### src/rtl/traffic_log_pkg.sv
// Shared types and constants for the traffic log reader.
// The state encoding includes SUM. SUM is only reachable when the design is
// built with TRAFFIC_LOG_CHECKSUM_EN defined.
package traffic_log_pkg;

  typedef enum logic [2:0] {
    IDLE  = 3'd0,
    ISSUE = 3'd1,
    WAIT  = 3'd2,
    HOLD  = 3'd3,
    SUM   = 3'd4,
    DONE  = 3'd5
  } state_e;

  // Level driven on read_Write during a request; this block only reads.
  localparam logic READ_CMD    = 1'b1;
  // Street index of the final street visited by the walk.
  localparam logic LAST_STREET = 1'b1;

endpackage

### src/rtl/log_entry_sequencer.sv
// Street/address walk counter for the traffic log reader.
// Addresses run 0..DEPTH-1 on street 0, then 0..DEPTH-1 on street 1.
// The is_last output flags the final entry of the walk.
module log_entry_sequencer
  import traffic_log_pkg::*;
#(
  parameter int ADDR_WIDTH = 7,
  parameter int DEPTH      = 128
) (
  input  logic                  clock,
  input  logic                  reset_N,
  input  logic                  clear,
  input  logic                  advance,
  output logic                  street,
  output logic [ADDR_WIDTH-1:0] address,
  output logic                  is_last
);

  localparam logic [ADDR_WIDTH-1:0] LAST_ADDR = ADDR_WIDTH'(DEPTH - 1);

  logic                  street_q, street_d;
  logic [ADDR_WIDTH-1:0] address_q, address_d;
  logic                  addr_last;

  assign addr_last = (address_q == LAST_ADDR);
  assign is_last   = addr_last && (street_q == LAST_STREET);
  assign street    = street_q;
  assign address   = address_q;

  // Next counter value: clear wins, advance steps and wraps into street 1.
  always_comb begin
    street_d  = street_q;
    address_d = address_q;
    if (clear) begin
      street_d  = 1'b0;
      address_d = '0;
    end else if (advance && !is_last) begin
      if (addr_last) begin
        address_d = '0;
        street_d  = LAST_STREET;
      end else begin
        address_d = address_q + ADDR_WIDTH'(1);
      end
    end
  end

  // Counter registers.
  always_ff @(posedge clock or negedge reset_N) begin
    if (!reset_N) begin
      street_q  <= 1'b0;
      address_q <= '0;
    end else begin
      street_q  <= street_d;
      address_q <= address_d;
    end
  end

endmodule

### src/rtl/traffic_log_reader.sv
// Traffic log reader: walks every (street, address) entry of the
// Turn_Controller traffic memory. It issues one read per entry and streams
// each captured count to a host over a valid/ready interface.
// Optional feature macro: TRAFFIC_LOG_CHECKSUM_EN. When it is defined, one
// trailing entry carrying the sum of all captured counts is emitted before DONE.
module traffic_log_reader
  import traffic_log_pkg::*;
#(
  parameter int ADDR_WIDTH   = 7,
  parameter int DATA_WIDTH   = 4,
  parameter int DEPTH        = 128,
  parameter int READ_LATENCY = 1
) (
  input  logic                  clock,
  input  logic                  reset_N,
  input  logic                  start,
  input  logic                  abort,
  output logic                  busy,
  output logic                  done,
  output logic                  read_Write,
  output logic                  memory_Enable,
  output logic [ADDR_WIDTH-1:0] address,
  output logic                  street,
  input  logic [DATA_WIDTH-1:0] traffic_Street,
  output logic                  log_Valid,
  input  logic                  log_Ready,
  output logic                  log_Street,
  output logic [ADDR_WIDTH-1:0] log_Address,
  output logic [DATA_WIDTH-1:0] log_Data
);

  localparam int LAT_W = (READ_LATENCY > 1) ? $clog2(READ_LATENCY) : 1;
  localparam logic [LAT_W-1:0] LAT_LAST = LAT_W'(READ_LATENCY - 1);

  state_e                state_q, state_d;
  logic [LAT_W-1:0]      lat_cnt_q, lat_cnt_d;
  logic [DATA_WIDTH-1:0] log_data_q, log_data_d;

  logic                  seq_street;
  logic [ADDR_WIDTH-1:0] seq_address;
  logic                  seq_is_last;
  logic                  seq_clear;
  logic                  seq_advance;
  logic                  lat_last;
  logic                  capture;

  assign lat_last    = (lat_cnt_q == LAT_LAST);
  assign capture     = (state_q == WAIT) && lat_last;
  assign seq_clear   = (state_q == IDLE) && start && !abort;
  assign seq_advance = (state_q == HOLD) && log_Ready && !abort;

  log_entry_sequencer #(
    .ADDR_WIDTH (ADDR_WIDTH),
    .DEPTH      (DEPTH)
  ) u_seq (
    .clock   (clock),
    .reset_N (reset_N),
    .clear   (seq_clear),
    .advance (seq_advance),
    .street  (seq_street),
    .address (seq_address),
    .is_last (seq_is_last)
  );

`ifdef TRAFFIC_LOG_CHECKSUM_EN
  localparam int ACC_W = DATA_WIDTH + ADDR_WIDTH + 1;
  logic [ACC_W-1:0] acc_q, acc_d;

  // Running sum of captured counts, cleared when a dump starts.
  always_comb begin
    acc_d = acc_q;
    if (seq_clear) begin
      acc_d = '0;
    end else if (capture) begin
      acc_d = acc_q + ACC_W'(traffic_Street);
    end
  end

  // Checksum accumulator register.
  always_ff @(posedge clock or negedge reset_N) begin
    if (!reset_N) begin
      acc_q <= '0;
    end else begin
      acc_q <= acc_d;
    end
  end
`endif

  // State register.
  always_ff @(posedge clock or negedge reset_N) begin
    if (!reset_N) begin
      state_q <= IDLE;
    end else begin
      state_q <= state_d;
    end
  end

  // Next-state logic; abort overrides every transition except leaving DONE.
  always_comb begin
    state_d = state_q;
    unique case (state_q)
      IDLE: begin
        if (start && !abort) state_d = ISSUE;
      end
      ISSUE: begin
        state_d = abort ? DONE : WAIT;
      end
      WAIT: begin
        if (abort)         state_d = DONE;
        else if (lat_last) state_d = HOLD;
      end
      HOLD: begin
        if (abort) begin
          state_d = DONE;
        end else if (log_Ready) begin
          if (!seq_is_last) begin
            state_d = ISSUE;
          end else begin
`ifdef TRAFFIC_LOG_CHECKSUM_EN
            state_d = SUM;
`else
            state_d = DONE;
`endif
          end
        end
      end
      SUM: begin
        if (abort || log_Ready) state_d = DONE;
      end
      DONE: begin
        state_d = IDLE;
      end
      default: begin
        state_d = IDLE;
      end
    endcase
  end

  // Latency counter and capture register next values.
  always_comb begin
    lat_cnt_d  = '0;
    log_data_d = log_data_q;
    if (state_q == WAIT && !lat_last) begin
      lat_cnt_d = lat_cnt_q + LAT_W'(1);
    end
    if (capture) begin
      log_data_d = traffic_Street;
    end
  end

  // Latency counter and captured-data registers.
  always_ff @(posedge clock or negedge reset_N) begin
    if (!reset_N) begin
      lat_cnt_q  <= '0;
      log_data_q <= '0;
    end else begin
      lat_cnt_q  <= lat_cnt_d;
      log_data_q <= log_data_d;
    end
  end

  // Output decode from the current state.
  always_comb begin
    busy          = 1'b0;
    done          = 1'b0;
    read_Write    = 1'b0;
    memory_Enable = 1'b0;
    log_Valid     = 1'b0;
    address       = seq_address;
    street        = seq_street;
    log_Street    = seq_street;
    log_Address   = seq_address;
    log_Data      = log_data_q;
    unique case (state_q)
      ISSUE: begin
        busy          = 1'b1;
        memory_Enable = 1'b1;
        read_Write    = READ_CMD;
      end
      WAIT: begin
        busy = 1'b1;
      end
      HOLD: begin
        busy      = 1'b1;
        log_Valid = 1'b1;
      end
      SUM: begin
        busy        = 1'b1;
        log_Valid   = 1'b1;
        log_Street  = LAST_STREET;
        log_Address = '1;
`ifdef TRAFFIC_LOG_CHECKSUM_EN
        log_Data    = acc_q[DATA_WIDTH-1:0];
`endif
      end
      DONE: begin
        done = 1'b1;
      end
      default: begin
      end
    endcase
  end

endmodule

### config.mk
export PLATFORM = sky130hd
export DESIGN_NAME = traffic_log_reader
export DESIGN_NICKNAME = d
export VERILOG_FILES = /design/src/rtl/traffic_log_pkg.sv /design/src/rtl/log_entry_sequencer.sv /design/src/rtl/traffic_log_reader.sv
export SDC_FILE = /design/constraint.sdc
export NUM_CORES = 1
export LEC_CHECK = 0
export BUFFER_PORTS_ARGS = -buffer_cell sky130_fd_sc_hd__buf_2
export CORE_MARGIN = 2
export CORE_UTILIZATION = 48
export CTS_BUF_LIST = sky130_fd_sc_hd__clkbuf_8 sky130_fd_sc_hd__clkbuf_16
export CTS_CLUSTER_DIAMETER = 80
export DETAILED_ROUTE_END_ITERATION = 7
export GPL_TIMING_DRIVEN = 0
export PLACE_DENSITY = 0.76
export SLEW_MARGIN = 20
export SYNTH_ARGS = -nofsm -noshare
export SYNTH_HDL_FRONTEND = slang
export SYNTH_SLANG_ARGS = --single-unit
### constraint.sdc
create_clock -name clock -period 1.8 [get_ports clock]
set_input_delay 0.18 -clock clock [delete_from_list [all_inputs] [get_ports clock]]
set_output_delay 0.18 -clock clock [all_outputs]
set_load 0.1 [all_outputs]
==> results.sh <==
export IMPL_status="finished, final reports clean"
export IMPL_finalSetupTns_ns=0
export IMPL_drc=0
export IMPL_synth_cells=94
export IMPL_drv_cap=0
export IMPL_die_w_um=49.2
export IMPL_core_area_um2=1940
export IMPL_setup_violations=0
export IMPL_worstPathRequired_ns=1.62
export IMPL_dr_wl_met2_um=1100
export IMPL_skew_ns=0.00144
export IMPL_avgSynthCellArea_um2=10.4
export IMPL_syn_area_um2=981
export IMPL_grt_max_degree=17
export IMPL_clk_pin_slew_ns=0.06
export IMPL_antenna_found_initial=0
export IMPL_ys_seq_elements=16
export IMPL_cts_root_buf="clkbuf_8"
export IMPL_grt_pass1_vias=829
export IMPL_synthArstFlopShare=1.00
export IMPL_drtIter0Drc=8
export IMPL_grt_first_pass_wirelength_um=3770
export IMPL_io_pins=34
export IMPL_whs_endpoint="log_Data[1]$_DFFE_PN0P_"
export IMPL_start_util=0.505
export IMPL_max_freq_mhz=578
export IMPL_synthFlopType="dfrtp_1"
export IMPL_io_buffers=32
export IMPL_rsz0062_at_grt="no"
export IMPL_vias=834
export IMPL_route_met3_wl_um=66
export IMPL_synthDistinctLibCells=41
export IMPL_hold_viol_final=0
export IMPL_wirelength_um=2140
export IMPL_critPathMaxFanout=3
export IMPL_htree_levels=1
export IMPL_synth_top_family_by_area="simple AND/OR/NAND/NOR gates"
export IMPL_rrSetupSlack_ns=0.13
export IMPL_ff2ff_path_depth=5
export IMPL_antenna_cells=0
export IMPL_pre_cts_ws_ns=-0.548
export IMPL_maxSlewViolCount=0
export IMPL_path_class="flip-flop to output pin"
export IMPL_design_area_um2=1380
export IMPL_dieArea_um2=2420
export IMPL_synthesis_nets=104
export IMPL_synth_compound_area_share=0.167
export IMPL_highest_layer="met4"
export IMPL_worst_setup_path_end_kind="output pin"
export IMPL_final_min_clock_period_ns=1.73
export IMPL_timing_final_ws_setup_ns=0.0688
export IMPL_drt_pre_antenna_iters=4
export IMPL_gp_congestion=0.768
export IMPL_n_fill_cell=152
export IMPL_wire_per_inst_um=13.3
export IMPL_nets=145
export IMPL_area_growth_pct=40.9
export IMPL_fin_crit_sh=0.962
export IMPL_dieHeight_um=49.2
export IMPL_yosys_area_share_adder=0.0128
export IMPL_synth_simple_area_share=0.258
export IMPL_cp_start_kind="flip-flop"
export IMPL_worstHoldPathCells=2
export IMPL_worstHoldStart="traffic_Street[1]"
export IMPL_place_area_um2=1220
export IMPL_post_drt_via_cell_ratio=5.18
export IMPL_cts_buffer_depth=2
export IMPL_synth_warnings=0
export IMPL_grt_overflow=0
export IMPL_worstSkewPairLatency_ns=0.25
export IMPL_ant_nets=0
export IMPL_reg2reg_from="u_seq.address[1]$_DFFE_PN0P_"
export IMPL_synthMuxAreaShare=0.0676
export IMPL_cts_sinks=16
export IMPL_fp_row_count=16
export IMPL_min_path_type="input port to flip-flop"
export IMPL_wl_met1_um=955
export IMPL_timing_rr_end="u_seq.address[5]$_DFFE_PN0P_"
export IMPL_track_usage=0.199
export IMPL_seq_area_frac_synth=0.408
export IMPL_cts_buffers=3
export IMPL_synthXorXnorAreaFrac=0.0179
export IMPL_arrival_ns=1.55
export IMPL_cts_tree="built"
export IMPL_drive_above_1_share=0.590
export IMPL_synth_edff_count=0
logic make-up after synthesis:
family,count (synthesis)
fa+ha+maj,1
simple gates,39
other cells,1
flops,16
compound gates,19
buf+inv,10
mux,6
xor+xnor,2
what timing repair did:
action | 4_1_cts | 5_1_grt
pin swaps | 1 | 1
hold buffers | 1 | 0
endpoints found under the hold margin | 16 | 0
setup buffers | 3 | 0
setup endpoints to repair | 11 | 10
gates resized for setup | 20 | 5
critical path: stages (launching register included):
cell     delay [ns]
dfrtp_1        0.40
buf_4          0.16
inv_1          0.14
and3_2         0.19
buf_2          0.41
cell usage after synthesis (all sizes together) (2+ instances only):
| library cell | number | area (um2) |
|---|---|---|
| a21oi | 2 | 10.0 |
| a31oi | 3 | 18.8 |
| and3 | 4 | 27.5 |
| and4 | 2 | 18.8 |
| buf | 4 | 41.3 |
| dfrtp | 16 | 400 |
| inv | 5 | 18.8 |
| mux2 | 5 | 56.3 |
| nand2 | 3 | 11.3 |
| nand3 | 4 | 20.0 |
| nor2 | 8 | 30.0 |
| nor3 | 2 | 10.0 |
| nor4 | 2 | 27.5 |
| o21a | 2 | 15.0 |
| o21ai | 2 | 10.0 |
| o21bai | 2 | 15.0 |
| or2 | 8 | 50.1 |
area by class of cell:
class                           instances  area, um2  area share
Buffer                                  5       48.8      0.0353
Clock buffer                            4       55.1      0.0398
Inverter                                5       18.8      0.0136
Multi-Input combinational cell         68        558       0.404
Sequential cell                        16        415       0.300
Tap cell                               27       33.8      0.0244
Timing Repair Buffer                   36        253       0.183
layout by cell type, fill, tap and decap left out, types with 3 or more instances in the layout:
cell	netlist	routed
nor2_1	8	7
dfrtp_2	0	6
nand3_1	4	4
dfrtp_1	16	8
a31oi_1	3	3
nand2_1	3	3
inv_1	5	4
clkbuf_8	0	4
or2_2	8	8
buf_6	3	11
buf_4	1	7
mux2_2	5	5
buf_2	0	20
metrics by stage:
| stage | hold slack, ns | utilization | instances |
|---|---|---|---|
| after global routing | 0.170 | 0.712 | 161 |
| final | 0.164 | 0.712 | 161 |
| after global placement | 0.112 | 0.628 | 153 |
| after detailed placement | 0.115 | 0.628 | 153 |
| after floorplan | -0.116 | - | 94 |
| after CTS | 0.161 | 0.705 | 161 |
per-layer routing:
layer | track usage | vias to the layer above
li1 | - | 414
met1 | 0.251 | 395
met2 | 0.338 | 21
met3 | 0.0337 | 4
met4 | 0.0714 | 0
met5 | 0 | -
registers in the layout (all words and copies together), names as in the netlist:
register and count:
lat_cnt_q 1, u_seq.street 1, u_seq.address 7, state_q 3, log_Data 4
worst max-delay path by stage:
stage / from / to / slack (ns)
6_report: state_q[1]$_DFFE_PN0P_ / done / 0.07
5_1_grt: state_q[1]$_DFFE_PN0P_ / done / 0.01
4_1_cts: state_q[2]$_DFFE_PN0P_ / log_Address[2] / 0.004
3_5_place_dp: state_q[1]$_DFFE_PN0P_ / log_Valid / -0.55
3_3_place_gp: state_q[1]$_DFFE_PN0P_ / log_Valid / -0.53
2_1_floorplan: state_q[2]$_DFFE_PN0P_ / read_Write / -0.28
Power is not shown: default switching activity piles up to over one toggle a cycle in this logic, so the estimate is an artifact.
